<file path="src/rtl/cordic_phase_freq.sv">
// Phase unwrap and frequency averaging stage behind the 11-stage CORDIC arctangent pipeline.
// Optional stage-A phase output enabled by defining CORDIC_FREQ_PHASE_OUT_EN.
module cordic_phase_freq #(
  parameter int unsigned LAT      = 11,
  parameter int unsigned AVG_LOG2 = 4,
  parameter int unsigned PI_Q     = 3217
) (
  input  logic               rx_clk,
  input  logic               rx_rst,
  input  logic               rx_valid,
  input  logic               rx_flip,
  input  logic               rx_clear,
  input  logic signed [11:0] rx_z,
  output logic signed [12:0] tx_freq,
  output logic               tx_valid
`ifdef CORDIC_FREQ_PHASE_OUT_EN
  ,
  output logic signed [12:0] tx_phase,
  output logic               tx_phase_valid
`endif
);

  localparam int unsigned Z_W   = 12;
  localparam int unsigned PH_W  = 13;
  localparam int unsigned D_W   = 14;
  localparam int unsigned ACC_W = D_W + AVG_LOG2;
  localparam int unsigned CNT_W = AVG_LOG2;

  localparam logic signed [PH_W-1:0] PI_P     = PH_W'(PI_Q);
  localparam logic signed [D_W-1:0]  PI_D     = D_W'(PI_Q);
  localparam logic signed [D_W-1:0]  TWO_PI_D = D_W'(2 * PI_Q);
  localparam logic [CNT_W-1:0]       CNT_MAX  = '1;

  typedef enum logic {EMPTY, RUN} state_t;

  logic [LAT-1:0]           dl_v;
  logic [LAT-1:0]           dl_f;
  logic                     dv;
  logic                     df;
  logic signed [PH_W-1:0]   z_ext;
  logic signed [PH_W-1:0]   phase_c;
  logic signed [PH_W-1:0]   phase_a;
  logic                     phase_v;
  logic signed [PH_W-1:0]   prev;
  state_t                   state;
  state_t                   state_nxt;
  logic                     diff_en;
  logic signed [D_W-1:0]    d_raw;
  logic signed [D_W-1:0]    d_wrap;
  logic signed [D_W-1:0]    d_reg;
  logic                     d_v;
  logic signed [ACC_W-1:0]  acc;
  logic signed [ACC_W-1:0]  sum_c;
  logic [CNT_W-1:0]         cnt;

  // Valid/fold flags ride alongside the CORDIC so they line up with rx_z.
  always_ff @(posedge rx_clk or negedge rx_rst) begin
    if (!rx_rst) begin
      dl_v <= '0;
      dl_f <= '0;
    end else if (rx_clear) begin
      dl_v <= '0;
      dl_f <= '0;
    end else begin
      dl_v <= {dl_v[LAT-2:0], rx_valid};
      dl_f <= {dl_f[LAT-2:0], rx_flip};
    end
  end

  assign dv = dl_v[LAT-1];
  assign df = dl_f[LAT-1];

  // Undo the x<0 fold: rotate the half-plane angle by pi toward zero.
  always_comb begin
    z_ext = PH_W'(rx_z);
    if (!df) begin
      phase_c = z_ext;
    end else if (!rx_z[Z_W-1]) begin
      phase_c = z_ext - PI_P;
    end else begin
      phase_c = z_ext + PI_P;
    end
  end

  always_ff @(posedge rx_clk or negedge rx_rst) begin
    if (!rx_rst) begin
      phase_a <= '0;
      phase_v <= 1'b0;
    end else if (rx_clear) begin
      phase_a <= '0;
      phase_v <= 1'b0;
    end else begin
      phase_v <= dv;
      if (dv) begin
        phase_a <= phase_c;
      end
    end
  end

  always_ff @(posedge rx_clk or negedge rx_rst) begin
    if (!rx_rst) begin
      state <= EMPTY;
    end else if (rx_clear) begin
      state <= EMPTY;
    end else begin
      state <= state_nxt;
    end
  end

  // The first phase after a flush has no predecessor, so it only primes prev.
  always_comb begin
    state_nxt = state;
    diff_en   = 1'b0;
    if (phase_v) begin
      case (state)
        EMPTY:   state_nxt = RUN;
        RUN:     diff_en   = 1'b1;
        default: state_nxt = EMPTY;
      endcase
    end
  end

  // Phase difference folded into [-pi, +pi]; exactly +/-pi is left alone.
  always_comb begin
    d_raw  = D_W'(phase_a) - D_W'(prev);
    d_wrap = d_raw;
    if (d_raw > PI_D) begin
      d_wrap = d_raw - TWO_PI_D;
    end else if (d_raw < -PI_D) begin
      d_wrap = d_raw + TWO_PI_D;
    end
  end

  always_ff @(posedge rx_clk or negedge rx_rst) begin
    if (!rx_rst) begin
      prev  <= '0;
      d_reg <= '0;
      d_v   <= 1'b0;
    end else if (rx_clear) begin
      prev  <= '0;
      d_reg <= '0;
      d_v   <= 1'b0;
    end else begin
      d_v <= diff_en;
      if (diff_en) begin
        d_reg <= d_wrap;
      end
      if (phase_v) begin
        prev <= phase_a;
      end
    end
  end

  assign sum_c = acc + ACC_W'(d_reg);

  // Accumulate 2^AVG_LOG2 differences, then emit the floored mean.
  always_ff @(posedge rx_clk or negedge rx_rst) begin
    if (!rx_rst) begin
      acc      <= '0;
      cnt      <= '0;
      tx_freq  <= '0;
      tx_valid <= 1'b0;
    end else if (rx_clear) begin
      acc      <= '0;
      cnt      <= '0;
      tx_freq  <= '0;
      tx_valid <= 1'b0;
    end else begin
      tx_valid <= 1'b0;
      if (d_v) begin
        if (cnt == CNT_MAX) begin
          tx_freq  <= PH_W'(sum_c >>> AVG_LOG2);
          tx_valid <= 1'b1;
          acc      <= '0;
          cnt      <= '0;
        end else begin
          acc <= sum_c;
          cnt <= cnt + CNT_W'(1);
        end
      end
    end
  end

`ifdef CORDIC_FREQ_PHASE_OUT_EN
  assign tx_phase       = phase_a;
  assign tx_phase_valid = phase_v;
`endif

endmodule

</file>
<file path="config.mk">
export PLATFORM = sky130hd
export DESIGN_NAME = cordic_phase_freq
export DESIGN_NICKNAME = d
export VERILOG_FILES = /design/src/rtl/cordic_phase_freq.sv
export SDC_FILE = /design/constraint.sdc
export NUM_CORES = 1
export LEC_CHECK = 0
export CAP_MARGIN = 30
export CORE_ASPECT_RATIO = 1.75
export CORE_MARGIN = 5
export CORE_UTILIZATION = 42
export CTS_CLUSTER_SIZE = 14
export DETAILED_ROUTE_END_ITERATION = 10
export SLEW_MARGIN = 20
export SYNTH_ARGS = -nofsm -noshare
export SYNTH_HDL_FRONTEND = slang
export SYNTH_SLANG_ARGS = --single-unit
</file>
<file path="constraint.sdc">
create_clock -name rx_clk -period 4.15 [get_ports rx_clk]
set_clock_uncertainty 0.1 [all_clocks]
set_input_delay 0.83 -clock rx_clk [delete_from_list [all_inputs] [get_ports rx_clk]]
set_output_delay 0.83 -clock rx_clk [all_outputs]
set_load 0.02 [all_outputs]
</file>
=== Word level (Yosys, flattened, before mapping) ===
Index checks and enable logic that the tools add are counted.

* Input bits: 17
* Bits in registers: 101

* Order comparisons: 2
* Equal/unequal tests: 1
* Muxes and demuxes: 30
* Reductions and logical operators: 6
* Add/sub/neg operators: 7

{| class="wikitable"
|+ Operators with widths
! operator !! number
|-
| 13-bit 2-to-1 mux || 9
|-
| 14-bit 2-to-1 mux || 4
|-
| 18-bit 2-to-1 mux || 3
|-
| 11-bit 2-to-1 mux || 2
|-
| 18-bit by 14-bit adder with 18-bit output || 1
|-
| 14-bit adder (second input constant) || 1
|-
| 14-bit by 13-bit greater-than comparator with 1-bit output (second input constant) || 1
|-
| 14-bit by 13-bit less-than comparator with 1-bit output (second input constant) || 1
|-
| 13-bit by 13-bit subtractor with 14-bit output || 1
|-
| 14-bit subtractor (second input constant) || 1
|-
| 12-bit by 13-bit adder with 13-bit output (second input constant) || 1
|-
| 12-bit by 13-bit subtractor with 13-bit output (second input constant) || 1
|-
| 4-bit 2-to-1 mux || 3
|-
| 2-bit nonzero test || 5
|-
| 1-bit 2-to-1 mux || 9
|-
| 4-bit by 1-bit adder with 4-bit output (second input constant) || 1
|-
| 4-bit equality test (second input constant) || 1
|-
| 2-bit AND reduction || 1
|}

=== Longest topological paths before layout ===
* Depth after elaboration: 6
* Mapped depth: 13
* Depth with buffers taken out: 12

=== Worst setup path after synthesis ===
OpenSTA, ideal clock, no wires.

* Path type: register to register
* Start: reg d_reg[0]
* End: reg tx_freq[12]
* Period minus slack after synthesis: 3,287 ps
* Stages on the path, launching flop included: 12
* Required time: 3,956 ps
* Arrival time: 3,093 ps
* Setup slack: 863 ps
* Cells stage by stage: dfrtp_1 ha_1 fa_1 a211o_1 a2111oi_1 o41ai_1 a2111oi_1 o31ai_1 a21oi_1 xnor2_1 xnor2_1 a211oi_1

* Longest elaborated chain between the ends: 4

{| class="wikitable"
|+ Ends and longest elaborated chain
! item !! RTL line !! RTL
|-
| start: declaration || 50 || <nowiki>logic signed [D_W-1:0] d_reg;</nowiki>
|-
| start signal: assignment || 146 || <nowiki>d_reg <= d_wrap;</nowiki>
|-
| 18-bit by 14-bit adder with 18-bit output || 154 || <nowiki>assign sum_c = acc + ACC_W'(d_reg);</nowiki>
|-
| 13-bit 2-to-1 mux || 171 || <nowiki>if (cnt == CNT_MAX) begin</nowiki>
|-
| 13-bit 2-to-1 mux || 170 || <nowiki>if (d_v) begin</nowiki>
|-
| 13-bit 2-to-1 mux || 163 || <nowiki>end else if (rx_clear) begin</nowiki>
|-
| end signal: assignment || 172 || <nowiki>tx_freq <= PH_W'(sum_c >>> AVG_LOG2);</nowiki>
|-
| end: declaration || 14 || <nowiki>output logic signed [12:0] tx_freq,</nowiki>
|}

Every way passes these cells. The select of a mux whose other input is x is not followed.
A chain may end at the register's enable or synchronous reset.

=== Worst setup path after layout ===
Same ends and word-level chain as after synthesis.

==> impl_metrics.ini <==
[die]
ios = 31
initial_utilization_pct = 42.8
die-area_sq_mm = 0.0178
die_w_um = 103
fp.dieH_um = 173
rows = 59
coreArea_sq_mm = 0.0148

[timing]
finalMaxSlewViolations = 0
hold_violations = 0
fin_crit_sh_pct = 92.4
fmax_mhz = 261
fin_crit_ns = 3.83
finalHoldWorstSlack_ns = 0.370
rsz0062_at_grt = no
finalSetupViolCount = 0
tightest_slew_ns = 0.839
slew_headroom_pct = 44.1
tns_ns = 0

[logic_synthesis]
syn_area_per_cell_sq_um = 9.57
synth_compound_area_share_pct = 22.7
async_reset_ff_share_pct = 100
synth_top_cell_area_share_pct = 39.4
synth_common_cells = dfrtp_1, nor2_1, nand2_1
synth_xor_area_share_pct = 5.79
yosysMostFrequentCell = dfrtp_1
synthSimpleGateAreaFrac_pct = 15.6
syn_nets = 726
synth_top_family_by_area = compound AO/OA/AOI/OAI gates
synth_seq_cells = 100
synth-edff-count = 0
synth_fa_ha_area_share_pct = 9.22
synthFlopType = dfrtp_1
synth_mux_area_share_pct = 3.47
yosysUniqueCellTypes = 74
synth_area_leaders = dfrtp_1, ha_1, xnor2_1, nor2_1, mux2i_1
syn_area_sq_mm = 0.00635
netlist_instances = 664
ys.warnings.count = 0
ys_seq_area_share_pct = 39.4
synth_area_leader_cell = dfrtp_1

[setup_path]
worst_ep_required_time_ns = 4.31
cp_max_fo = 3
cpPeakStageDelay_ns = 0.55
arrival_ns = 4.00
cp-startpoint = d_reg[0]$_DFFE_PN0P_
crit_type = reg -> reg
crit_path_end_kind = flip-flop
cp_common_cell = xnor2_1
r2r_start = d_reg[0]$_DFFE_PN0P_
crit_chain = ha_1 -> fa_1 -> a211o_1 -> a2111oi_1 -> o41ai_1 -> a2111oi_2 -> o31ai_1 -> a21oi_1 -> xnor2_1 -> xnor2_1 -> a211oi_1
cp-start-kind = flip-flop
critPathSlowestCell = a2111oi_1
worst-r2r-cell-count = 11

[drt]
wire_per_inst_um = 17.0
first_pass_iters = 5
finalWirelength_um = 14900
drtIter0Drc = 168
route.antenna.remaining_nets = 0
vias_per_cell = 5.73
drc_errors = 0
via_count = 5027

[outcome]
status = completed

[cells_and_area]
drive_gt1_share_pct = 7.34
final_nets = 752
area_growth_pct = 13.3
final_cells = 878
n_fill_cell = 1396
multi_input_area_sq_mm = 0.00362
fin_util_pct = 48.5
largest_register_ffs = 17
n_antenna_cell = 0
seq_area_sq_mm = 0.00250

[clock_tree]
cts_setup_buffers = 0
cts_tree = done
cts_root_buffer = clkbuf_16
postCtsHoldBufs = 0
clockBufferDepth = 2
cts_max_level = 3
clkTransAtPathRegs_ns = 0.09
cts.sinks = 100
clock_latency_ns = 0.36
cts_buffers = 9

[pwr]
vdd_ir_drop_max_mv = 0.268
leakagePower_uw = 0.00323
powerDensity_mw_per_mm2 = 275
finalPower_uw = 1980

[global_route]
grt_max_degree = 55
antenna_found_initial = 0
gr-total-overflow = 0
grt_pass1_wl_um = 25100
grt_pass1_vias = 5226
track_usage_pct = 17.4

[placed_design]
portBuffers = 30
gp_congestion = 0.921
dp_hpwl_um = 11400
dp_cells = 861

[min_path]
hp-class = reg -> reg
worstHoldStart = dl_v[6]$_DFF_PN0_
min_delay_path_depth = 1

[flow_run]
maxCapViolations = 0
## kinds of logic (layout without fill, tap and decap cells)
logic type	count (synthesis)	after routing
simple gates	204	204
flops	100	100
xor+xnor	39	39
mux	22	22
buf+inv	63	94
compound gates	191	191
fa+ha+maj	45	45
## timing repair
| action | in CTS | in global routing |
|---|---|---|
| resized for setup | 0 | 2 |
| setup endpoints to repair | 0 | 2 |
| hold endpoints to repair | 0 | 0 |
## where the power goes
group | total [uW] | internal (uW) | leakage, uW | switching, uW
clock | 870 | 437 | 0.000153 | 432
sequential | 977 | 976 | 0.00139 | 0.687
combinational | 131 | 52.0 | 0.00168 | 79.2
## layer usage
layer | vias up | GRT usage [%] | share of wire (%)
met4 | 0 | 7.89 | 3.6
li1 | 2469 | - | -
met2 | 97 | 32.6 | 56
met5 | - | 0 | 0
met1 | 2433 | 18.9 | 38
met3 | 28 | 1.85 | 2.1
## final timing paths
kind                       slack [ns]                       to
setup reg to reg                 0.32  tx_freq[12]$_DFFE_PN0P_
hold reg to reg                  0.37        dl_v[7]$_DFF_PN0_
setup / recovery                 0.32  tx_freq[12]$_DFFE_PN0P_
hold / removal                   0.37        dl_v[7]$_DFF_PN0_
min in group asynchronous        0.41    d_reg[12]$_DFFE_PN0P_
max in group asynchronous        2.75        state$_DFFE_PN0P_
## worst max-delay path: cells and delay by family, from the launching register on
kind                     cells  cell delay [ns]
flip-flops                   1             0.39
AO/OA/AOI/OAI                7             2.28
XOR/XNOR                     2             0.31
adder cells (fa/ha/maj)      2             0.68
## stage by stage
stage	cell area [sq um]	setup slack, ns
final	7190	0.316
after global routing	7190	0.0275
after CTS	7170	0.167
after detailed placement	6860	0.210
after global placement	6860	0.319
after floorplan	6350	0.863
## cell usage in the layout, fill, tap and decap left out, types with 6 or more instances in the layout
cell type / netlist / layout
clkbuf_16: 0 / 9
nor2b_1: 26 / 26
o21a_1: 7 / 7
nand2b_1: 8 / 8
a21oi_1: 36 / 36
a22o_1: 19 / 19
buf_4: 0 / 16
o211ai_1: 9 / 9
nor3_1: 13 / 13
nand3_1: 13 / 13
o21ai_1: 6 / 6
nand2_1: 52 / 52
clkdlybuf4s50_1: 0 / 28
mux2i_1: 22 / 22
o21ai_0: 16 / 16
xnor2_1: 29 / 28
inv_1: 33 / 33
a31oi_1: 7 / 7
a21o_1: 9 / 9
a211oi_1: 18 / 18
dfrtp_1: 100 / 100
ha_1: 42 / 42
nor2_1: 62 / 62
xor2_1: 8 / 8
## final cells by class
class,count,share of cell area [%]
timing repair buffer,45,5.63
inverter,33,1.72
multi-input combinational,501,50.3
sequential,100,34.8
tap,183,3.18
clock inverter,7,1.23
clock buffer,9,3.13
No activity file was read; power rests on OpenSTA's default activity.
